==> src/rtl/stream_conv2d.sv <==
// Streaming K_DIM x K_DIM x IMG_CH convolution over a raster, channel-interleaved pixel stream.
// One sequential MAC per window. Define CONV_RELU_EN to clamp negative results to zero.
`timescale 1ns/1ps
module stream_conv2d #(
  parameter int unsigned DATA_W  = 8,
  parameter int unsigned WGT_W   = 8,
  parameter int unsigned ACC_W   = 24,
  parameter int unsigned K_DIM   = 2,
  parameter int unsigned IMG_DIM = 4,
  parameter int unsigned IMG_CH  = 3,
  parameter int unsigned STRIDE  = 2
) (
  input  logic                                   clk,
  input  logic                                   rst,
  input  logic [DATA_W-1:0]                      in_data,
  input  logic                                   in_valid,
  output logic                                   in_ready,
  input  logic [K_DIM*K_DIM*IMG_CH*WGT_W-1:0]    weights,
  output logic [ACC_W-1:0]                       out_data,
  output logic                                   out_valid,
  input  logic                                   out_ready,
  output logic                                   out_last
);
  localparam int unsigned OUT_DIM  = (IMG_DIM - K_DIM) / STRIDE + 1;
  localparam int unsigned TAPS     = K_DIM * K_DIM * IMG_CH;
  localparam int unsigned PROD_W   = WGT_W + DATA_W + 1;
  localparam int unsigned DEPTH    = K_DIM * IMG_DIM * IMG_CH;
  localparam int unsigned CH_W     = (IMG_CH > 1) ? $clog2(IMG_CH) : 1;
  localparam int unsigned POS_W    = (IMG_DIM > 1) ? $clog2(IMG_DIM) : 1;
  localparam int unsigned KW       = (K_DIM > 1) ? $clog2(K_DIM) : 1;
  localparam int unsigned TAP_W    = (TAPS > 1) ? $clog2(TAPS) : 1;
  localparam int unsigned ADDR_W   = (DEPTH > 1) ? $clog2(DEPTH) : 1;
  localparam int unsigned WIDX_W   = $clog2(TAPS * WGT_W);
  localparam int unsigned LAST_POS = (OUT_DIM - 1) * STRIDE + K_DIM - 1;

  typedef enum logic [1:0] {ACCEPT, MAC, OUT} state_t;

  state_t                   state;
  logic [CH_W-1:0]          ch;
  logic [POS_W-1:0]         col;
  logic [POS_W-1:0]         row;
  logic [KW-1:0]            lrow;
  logic [TAP_W-1:0]         tap;
  logic [KW-1:0]            kx;
  logic [CH_W-1:0]          kc;
  logic [KW-1:0]            brow;
  logic [POS_W-1:0]         left;
  logic                     last;
  logic signed [ACC_W-1:0]  acc;

  logic [DATA_W-1:0]        lbuf [DEPTH];
  logic [ADDR_W-1:0]        wr_addr;
  logic [ADDR_W-1:0]        rd_addr;
  logic                     accept;
  logic                     trigger;

  logic signed [WGT_W-1:0]  wgt;
  logic signed [PROD_W-1:0] prod;
  logic signed [ACC_W-1:0]  acc_next;
  logic signed [ACC_W-1:0]  result;

  // True when position p is the bottom/right edge of a stride-aligned window.
  function automatic logic win_pos(input logic [POS_W-1:0] p);
    logic hit;
    hit = 1'b0;
    for (int unsigned o = 0; o < OUT_DIM; o++) begin
      if (p == POS_W'(o * STRIDE + K_DIM - 1)) hit = 1'b1;
    end
    return hit;
  endfunction

  assign accept  = in_valid && in_ready;
  assign trigger = accept && (ch == CH_W'(IMG_CH - 1)) && win_pos(row) && win_pos(col);
  assign wr_addr = ADDR_W'((32'(lrow) * IMG_DIM + 32'(col)) * IMG_CH + 32'(ch));
  assign rd_addr = ADDR_W'((32'(brow) * IMG_DIM + 32'(left) + 32'(kx)) * IMG_CH + 32'(kc));

  // One tap: signed weight times zero-extended pixel, wrapping accumulate.
  always_comb begin
    wgt      = $signed(weights[WIDX_W'(32'(tap) * WGT_W) +: WGT_W]);
    prod     = PROD_W'(wgt) * PROD_W'($signed({1'b0, lbuf[rd_addr]}));
    acc_next = acc + ACC_W'(prod);
    result   = acc_next;
`ifdef CONV_RELU_EN
    if (acc_next[ACC_W-1]) result = '0;
`endif
  end

  always_ff @(posedge clk) begin
    if (accept) lbuf[wr_addr] <= in_data;
  end

  always_ff @(posedge clk or negedge rst) begin
    if (!rst) begin
      state     <= ACCEPT;
      in_ready  <= 1'b0;
      out_valid <= 1'b0;
      out_last  <= 1'b0;
      out_data  <= '0;
      ch        <= '0;
      col       <= '0;
      row       <= '0;
      lrow      <= '0;
      tap       <= '0;
      kx        <= '0;
      kc        <= '0;
      brow      <= '0;
      left      <= '0;
      last      <= 1'b0;
      acc       <= '0;
    end else begin
      // Raster position of the next sample; lrow is row mod K_DIM.
      if (accept) begin
        if (ch == CH_W'(IMG_CH - 1)) begin
          ch <= '0;
          if (col == POS_W'(IMG_DIM - 1)) begin
            col <= '0;
            if (row == POS_W'(IMG_DIM - 1)) begin
              row  <= '0;
              lrow <= '0;
            end else begin
              row  <= row + 1'b1;
              lrow <= (lrow == KW'(K_DIM - 1)) ? '0 : lrow + 1'b1;
            end
          end else begin
            col <= col + 1'b1;
          end
        end else begin
          ch <= ch + 1'b1;
        end
      end

      case (state)
        ACCEPT: begin
          in_ready <= 1'b1;
          if (trigger) begin
            state    <= MAC;
            in_ready <= 1'b0;
            acc      <= '0;
            tap      <= '0;
            kx       <= '0;
            kc       <= '0;
            // Window top row (row-K_DIM+1) maps to buffer row (lrow+1) mod K_DIM.
            brow     <= (lrow == KW'(K_DIM - 1)) ? '0 : lrow + 1'b1;
            left     <= col - POS_W'(K_DIM - 1);
            last     <= (row == POS_W'(LAST_POS)) && (col == POS_W'(LAST_POS));
          end
        end
        MAC: begin
          acc <= acc_next;
          tap <= tap + 1'b1;
          if (kc == CH_W'(IMG_CH - 1)) begin
            kc <= '0;
            if (kx == KW'(K_DIM - 1)) begin
              kx   <= '0;
              brow <= (brow == KW'(K_DIM - 1)) ? '0 : brow + 1'b1;
            end else begin
              kx <= kx + 1'b1;
            end
          end else begin
            kc <= kc + 1'b1;
          end
          if (tap == TAP_W'(TAPS - 1)) begin
            state     <= OUT;
            out_valid <= 1'b1;
            out_data  <= result;
            out_last  <= last;
          end
        end
        OUT: begin
          if (out_ready) begin
            state     <= ACCEPT;
            out_valid <= 1'b0;
            out_last  <= 1'b0;
            in_ready  <= 1'b1;
          end
        end
        default: state <= ACCEPT;
      endcase
    end
  end
endmodule
==> config.mk <==
export PLATFORM = sky130hd
export DESIGN_NAME = stream_conv2d
export DESIGN_NICKNAME = d
export VERILOG_FILES = /design/src/rtl/stream_conv2d.sv
export SDC_FILE = /design/constraint.sdc
export NUM_CORES = 1
export LEC_CHECK = 0
export BUFFER_PORTS_ARGS = -buffer_cell sky130_fd_sc_hd__buf_2
export CELL_PAD_IN_SITES_DETAIL_PLACEMENT = 0
export CELL_PAD_IN_SITES_GLOBAL_PLACEMENT = 1
export CORE_ASPECT_RATIO = 0.9
export CORE_MARGIN = 2
export CORE_UTILIZATION = 30
export CTS_CLUSTER_DIAMETER = 50
export DETAILED_ROUTE_END_ITERATION = 16
export GPL_TIMING_DRIVEN = 0
export PLACE_DENSITY_LB_ADDON = 0.1
export SETUP_SLACK_MARGIN = 0.15
export SLEW_MARGIN = 20
export SYNTH_ARGS = -nofsm -noshare
export SYNTH_HDL_FRONTEND = slang
export SYNTH_SLANG_ARGS = --single-unit
==> constraint.sdc <==
create_clock -name clk -period 7.55 [get_ports clk]
set_input_delay 1.51 -clock clk [delete_from_list [all_inputs] [get_ports clk]]
set_output_delay 1.51 -clock clk [all_outputs]
set_load 0.02 [all_outputs]
==> impl_metrics.ini, run 1 <==
[setup_path]
crit_arrival_ps = 7760
crit_buf_inv = 3
end_kind = flop
cp-start-kind = flop
critPathSlowestCell = fa_1
cp_slowest_stage_delay_ps = 580
worstPathRequired_ps = 7990
path_class = flop to flop
crit_family = adder cells
worstPathMaxFanout = 4
cpMostUsedCell = fa_1

[detailed_routing]
detail_route.wl_per_cell_um = 21.2
ant_nets = 0
drt_first_pass_iters = 5
route.detailed.drc = 0
drt_iter0_drc = 497
via_per_inst = 4.78
wl_um = 40000
num_vias = 9025

[floorplanning]
die_y_um = 212
die_w_um = 235
fp-row-count = 76
core-area_um2 = 47700
die_area_um2 = 50000
pin_count = 135
start_util = 0.303

[synthesis]
synth_most_common_cell = edfxtp_1
ys_warn_count = 0
synthDistinctLibCells = 52
avgSynthCellArea_um2 = 14.1
synth_area_leader_cell = edfxtp_1
synth_ff_type = edfxtp_1
synthArstFlopShare = 0.270
seq_area_frac_synth = 0.521
synth_top_area_frac = 0.399
netlist_area_um2 = 14500
yosys-top-cells-count = edfxtp_1, nand2_1, ha_1
ys_seq_elements = 263
synth_cells = 1029
synth.area.top_cells = edfxtp_1, mux4_2, dfrtp_1
syn_nets = 1286
synth_edf_count = 192

[sta]
fin_skew_ps = 35.0
timing.final.ws_setup_ps = 234
slew-limit-headroom = 0.249
fmax_mhz = 137
rsz0062_at_grt = true
fin_crit_sh = 0.969
tightest_slew_ps = 1120
hold_viol = 0
final_max_slew_viol_count = 0
finalSetupViolations = 0
layout_min_cycle_time_ps = 7320

[run_status]
status = finished clean

[placed_design]
port_buffers = 134
dp_hpwl_um = 29100
place_ws_ps = -1440
gp_congestion = 0.765

[global_route]
overflow = 0
grt_pass1_wl_um = 60900
globalRouteTotalUtil = 0.163
antenna_found_initial = 0
grt_pass1_vias = 9706
grt_start_max_net_pins = 37

[clocking]
numCtsBuffers = 40
insertion_delay_ps = 570
cts.sinks = 263
cts_hold_buf = 0
cts.path.max_buffers = 3
cts_root_buf = clkbuf_16
cts_tree = done
htree_levels = 2
clk_pin_slew_ps = 50

[job]
cap_violations = 0

[cells_and_area]
drive_above_1_share = 0.340
syn2layout_area_growth_pct = 25.6
fin_nets = 1491
diodes = 0

[hold_path]
min_path_type = flop to flop
-- layout make-up --
class / instances / area (um^2)
buffer: 33 / 223
multi-input combinational: 654 / 7100
clock buffer: 46 / 1020
sequential: 263 / 7540
fill: 4624 / 29600
inverter: 78 / 293
timing repair buffer: 164 / 958
clock inverter: 26 / 240
tap: 624 / 781
-- registers in the layout (all words and copies together) (netlist names), 2 cells and up --
| name | flops |
|---|---|
| acc | 24 |
| ch | 2 |
| col | 2 |
| kc | 2 |
| lbuf | 192 |
| left | 2 |
| out_data | 24 |
| row | 2 |
| state | 2 |
| tap | 4 |
-- per-stage QoR --
step	cells	hold WS, ps	utilization	instance area [um^2]	TNS (ps)
after global routing	1888	492	0.380	18200	-26.2
after floorplan	1029	450	-	14500	0
after detailed placement	1788	457	0.335	16000	-32000
after CTS	1881	474	0.374	17900	0
final	1888	466	0.380	18200	0
after global placement	1787	455	0.334	15900	-31610
-- worst paths after layout --
check	start	endpoint	slack, ps	cells past startpoint
worst min register to register	out_data[19]	out_data[19]	470	2
worst max-delay path	kx	out_data[23]	230	26
max in group asynchronous	rst	out_data[13]	6000	2
worst max register to register	kx	out_data[23]	230	26
min in group asynchronous	rst	out_valid	930	1
worst min-delay path	out_data[19]	out_data[19]	470	2
-- tightest hold or removal path, delay by kind of cell (launching register included) --
family / cells / cell delay (ps)
AND/OR/NAND/NOR: 2 / 100
flip-flops: 1 / 340
-- cell families (layout without fill, tap and decap cells) --
family                     count (synthesis)  count (layout)  share of synthesized area
and+or+nand+nor                          246             246                     0.0715
buffers and inverters                    112             347                     0.0324
xor gates and xnor gates                  30              30                     0.0195
adders and majority gates                149             149                      0.157
DFF                                      263             263                      0.521
muxes                                    101             101                      0.139
AOI/OAI and AO/OA                        128             128                     0.0591
-- cell usage in the layout, fill, tap and decap left out, types with 6 or more instances in the layout --
cell,count
a21o_1,13
a21oi_1,25
a22o_1,22
and2_1,6
buf_2,138
buf_4,25
buf_6,12
clkbuf_1,20
clkbuf_16,40
clkinv_1,6
clkinv_4,8
dfrtp_1,69
edfxtp_1,192
fa_1,47
fa_2,7
ha_1,79
ha_4,14
inv_1,72
inv_2,6
mux2i_1,8
mux4_2,79
nand2_1,118
nand2b_1,7
nor2_1,66
nor2_2,9
nor3_1,6
o21ai_0,18
o21ai_2,9
o21ai_4,6
xnor2_1,14
-- routing by layer --
layer  GRT usage  vias up  wire, um
met5           0        -         0
met4      0.0428        0       675
met3      0.0282       49      1900
met2       0.254      208     17900
met1       0.237     4579     19500
li1            -     4189         -
-- timing repair --
| action | CTS | global route |
|---|---|---|
| setup buffers | 22 | 7 |
| resized for setup | 86 | 53 |
| pin swaps | 32 | 28 |
| endpoints found under the setup margin | 36 | 24 |
Power of run 1 is left out: the tool's default activity adds up to more than one toggle a clock period on the data nets, which glitch-free logic cannot reach.
==> run 2, diff against run 1 <==
--- a/config.mk
+++ b/config.mk
@@ -15,6 +15,7 @@
 export DETAILED_ROUTE_END_ITERATION = 16
 export GPL_TIMING_DRIVEN = 0
 export PLACE_DENSITY_LB_ADDON = 0.1
+export REMOVE_ABC_BUFFERS = 1
 export SETUP_SLACK_MARGIN = 0.15
 export SLEW_MARGIN = 20
 export SYNTH_ARGS = -nofsm -noshare
==> impl_metrics.ini, run 2 (synthesis results as in run 1) <==
[cells_and_area]
largest_reg_flops = 192
reg_top3 = lbuf: 192 flops, acc: 24 flops, out_data: 24 flops
top_register = lbuf
fillers = 4617
fin_util = 0.383
final_cell_mix = edfxtp_1, buf_2, nand2_1, ha_1, mux4_2
final_common_cell = edfxtp_1
drive_above_1_share = 0.337
fin_nets = 1476
diodes = 0
syn2layout_area_growth_pct = 26.5

[sta]
finalSetupTns_ps = 0
layout_min_cycle_time_ps = 7290
rsz0062_at_grt = true
timing.final.ws_setup_ps = 260
finalSetupViolations = 0
tightest_slew_ps = 955
final_max_slew_viol_count = 0
fin_crit_sh = 0.966
slew-limit-headroom = 0.361
hold_viol = 0
fin_skew_ps = 15.9
fmax_mhz = 137

[clocking]
numCtsBuffers = 37
clk_pin_slew_ps = 50
cts_root_buf = clkbuf_16
htree_levels = 2
insertion_delay_ps = 550
cts_tree = done
cts_hold_buf = 0
cts.path.max_buffers = 3
cts.sinks = 263

[floorplanning]
die_area_um2 = 50000
die_w_um = 235
start_util = 0.303
fp-row-count = 76
die_y_um = 212
pin_count = 135
core-area_um2 = 47700

[hold_path]
min_path_type = flop to flop
whs_path_depth = 2
hp-start = out_data[5]

[placed_design]
port_buffers = 134
place_ws_ps = -1280
gp_congestion = 0.763
dp_hpwl_um = 26600

[global_route]
met3_usage = 0.0252
grt.busiest_layer = met2
overflow = 0
use_met1 = 0.215
use_met2 = 0.267
grt_pass1_wl_um = 59600
grt_pass1_vias = 9609
globalRouteTotalUtil = 0.160
antenna_found_initial = 1
grt_start_max_net_pins = 40

[run_status]
status = finished clean

[setup_path]
cp-start-kind = flop
end_kind = flop
cp_slowest_stage_delay_ps = 600
critPathSlowestCell = fa_1
crit_arrival_ps = 7720
critPathLaunch = left[0]
rr_endpoint = out_data[23]
r2r_start = left[0]
endpoint = out_data[23]
path_depth = 25
crit_buf_inv = 3
reg2reg_depth = 25
cpMostUsedCell = fa_1
worstPathRequired_ps = 7980
path_class = flop to flop
worstPathMaxFanout = 6
crit_family = adder cells
r2r_setup_slack_ps = 260

[job]
cap_violations = 0

[detailed_routing]
drt_first_pass_iters = 6
num_vias = 8807
wl_um = 38100
route.detailed.drc = 0
ant_nets = 0
detail_route.wl_per_cell_um = 20.4
drt_iter0_drc = 447
via_per_inst = 4.70
## run 2: metrics by stage
step | instances | hold WS (ps) | cell area [um^2]
3_5_place_dp | 1761 | 459 | 15900
4_1_cts | 1861 | 472 | 18000
3_3_place_gp | 1753 | 454 | 15700
2_1_floorplan | 995 | 450 | 14300
6_report | 1872 | 464 | 18300
5_1_grt | 1872 | 485 | 18300
## run 2: worst min path at each step
stage and endpoint:
4_1_cts out_data[5], 2_1_floorplan acc[9], 3_3_place_gp out_data[12], 5_1_grt out_data[10]
3_5_place_dp out_data[5], 6_report out_data[5]
## run 2: area by class of cell
class	count	area, um^2	share of cell area
inverter	78	293	0.0160
clock inverter	23	332	0.0181
multi-input combinational	654	7000	0.383
sequential	263	7550	0.413
tap	624	781	0.0427
timing repair buffer	185	1340	0.0731
clock buffer	45	997	0.0545
## run 2: routing by layer
metal	wire length (um)	vias up
met4	797	0
met2	18400	147
met1	17400	4460
li1	-	4152
met3	1510	48
met5	0	-
## run 2: repair_timing
action                                 CTS  global route
gates cloned                             3             0
gates resized for setup                 67            40
setup buffers                           29            12
setup endpoints to repair               34            26
pin swaps                               25            46
endpoints found under the hold margin    0             0
## run 2: worst min-delay path: cells and delay by family (launching register included)
family	cells	cell delay, ps
AND/OR/NAND/NOR	2	100
flip-flops	1	330
Power of run 2 is left out for the same reason.
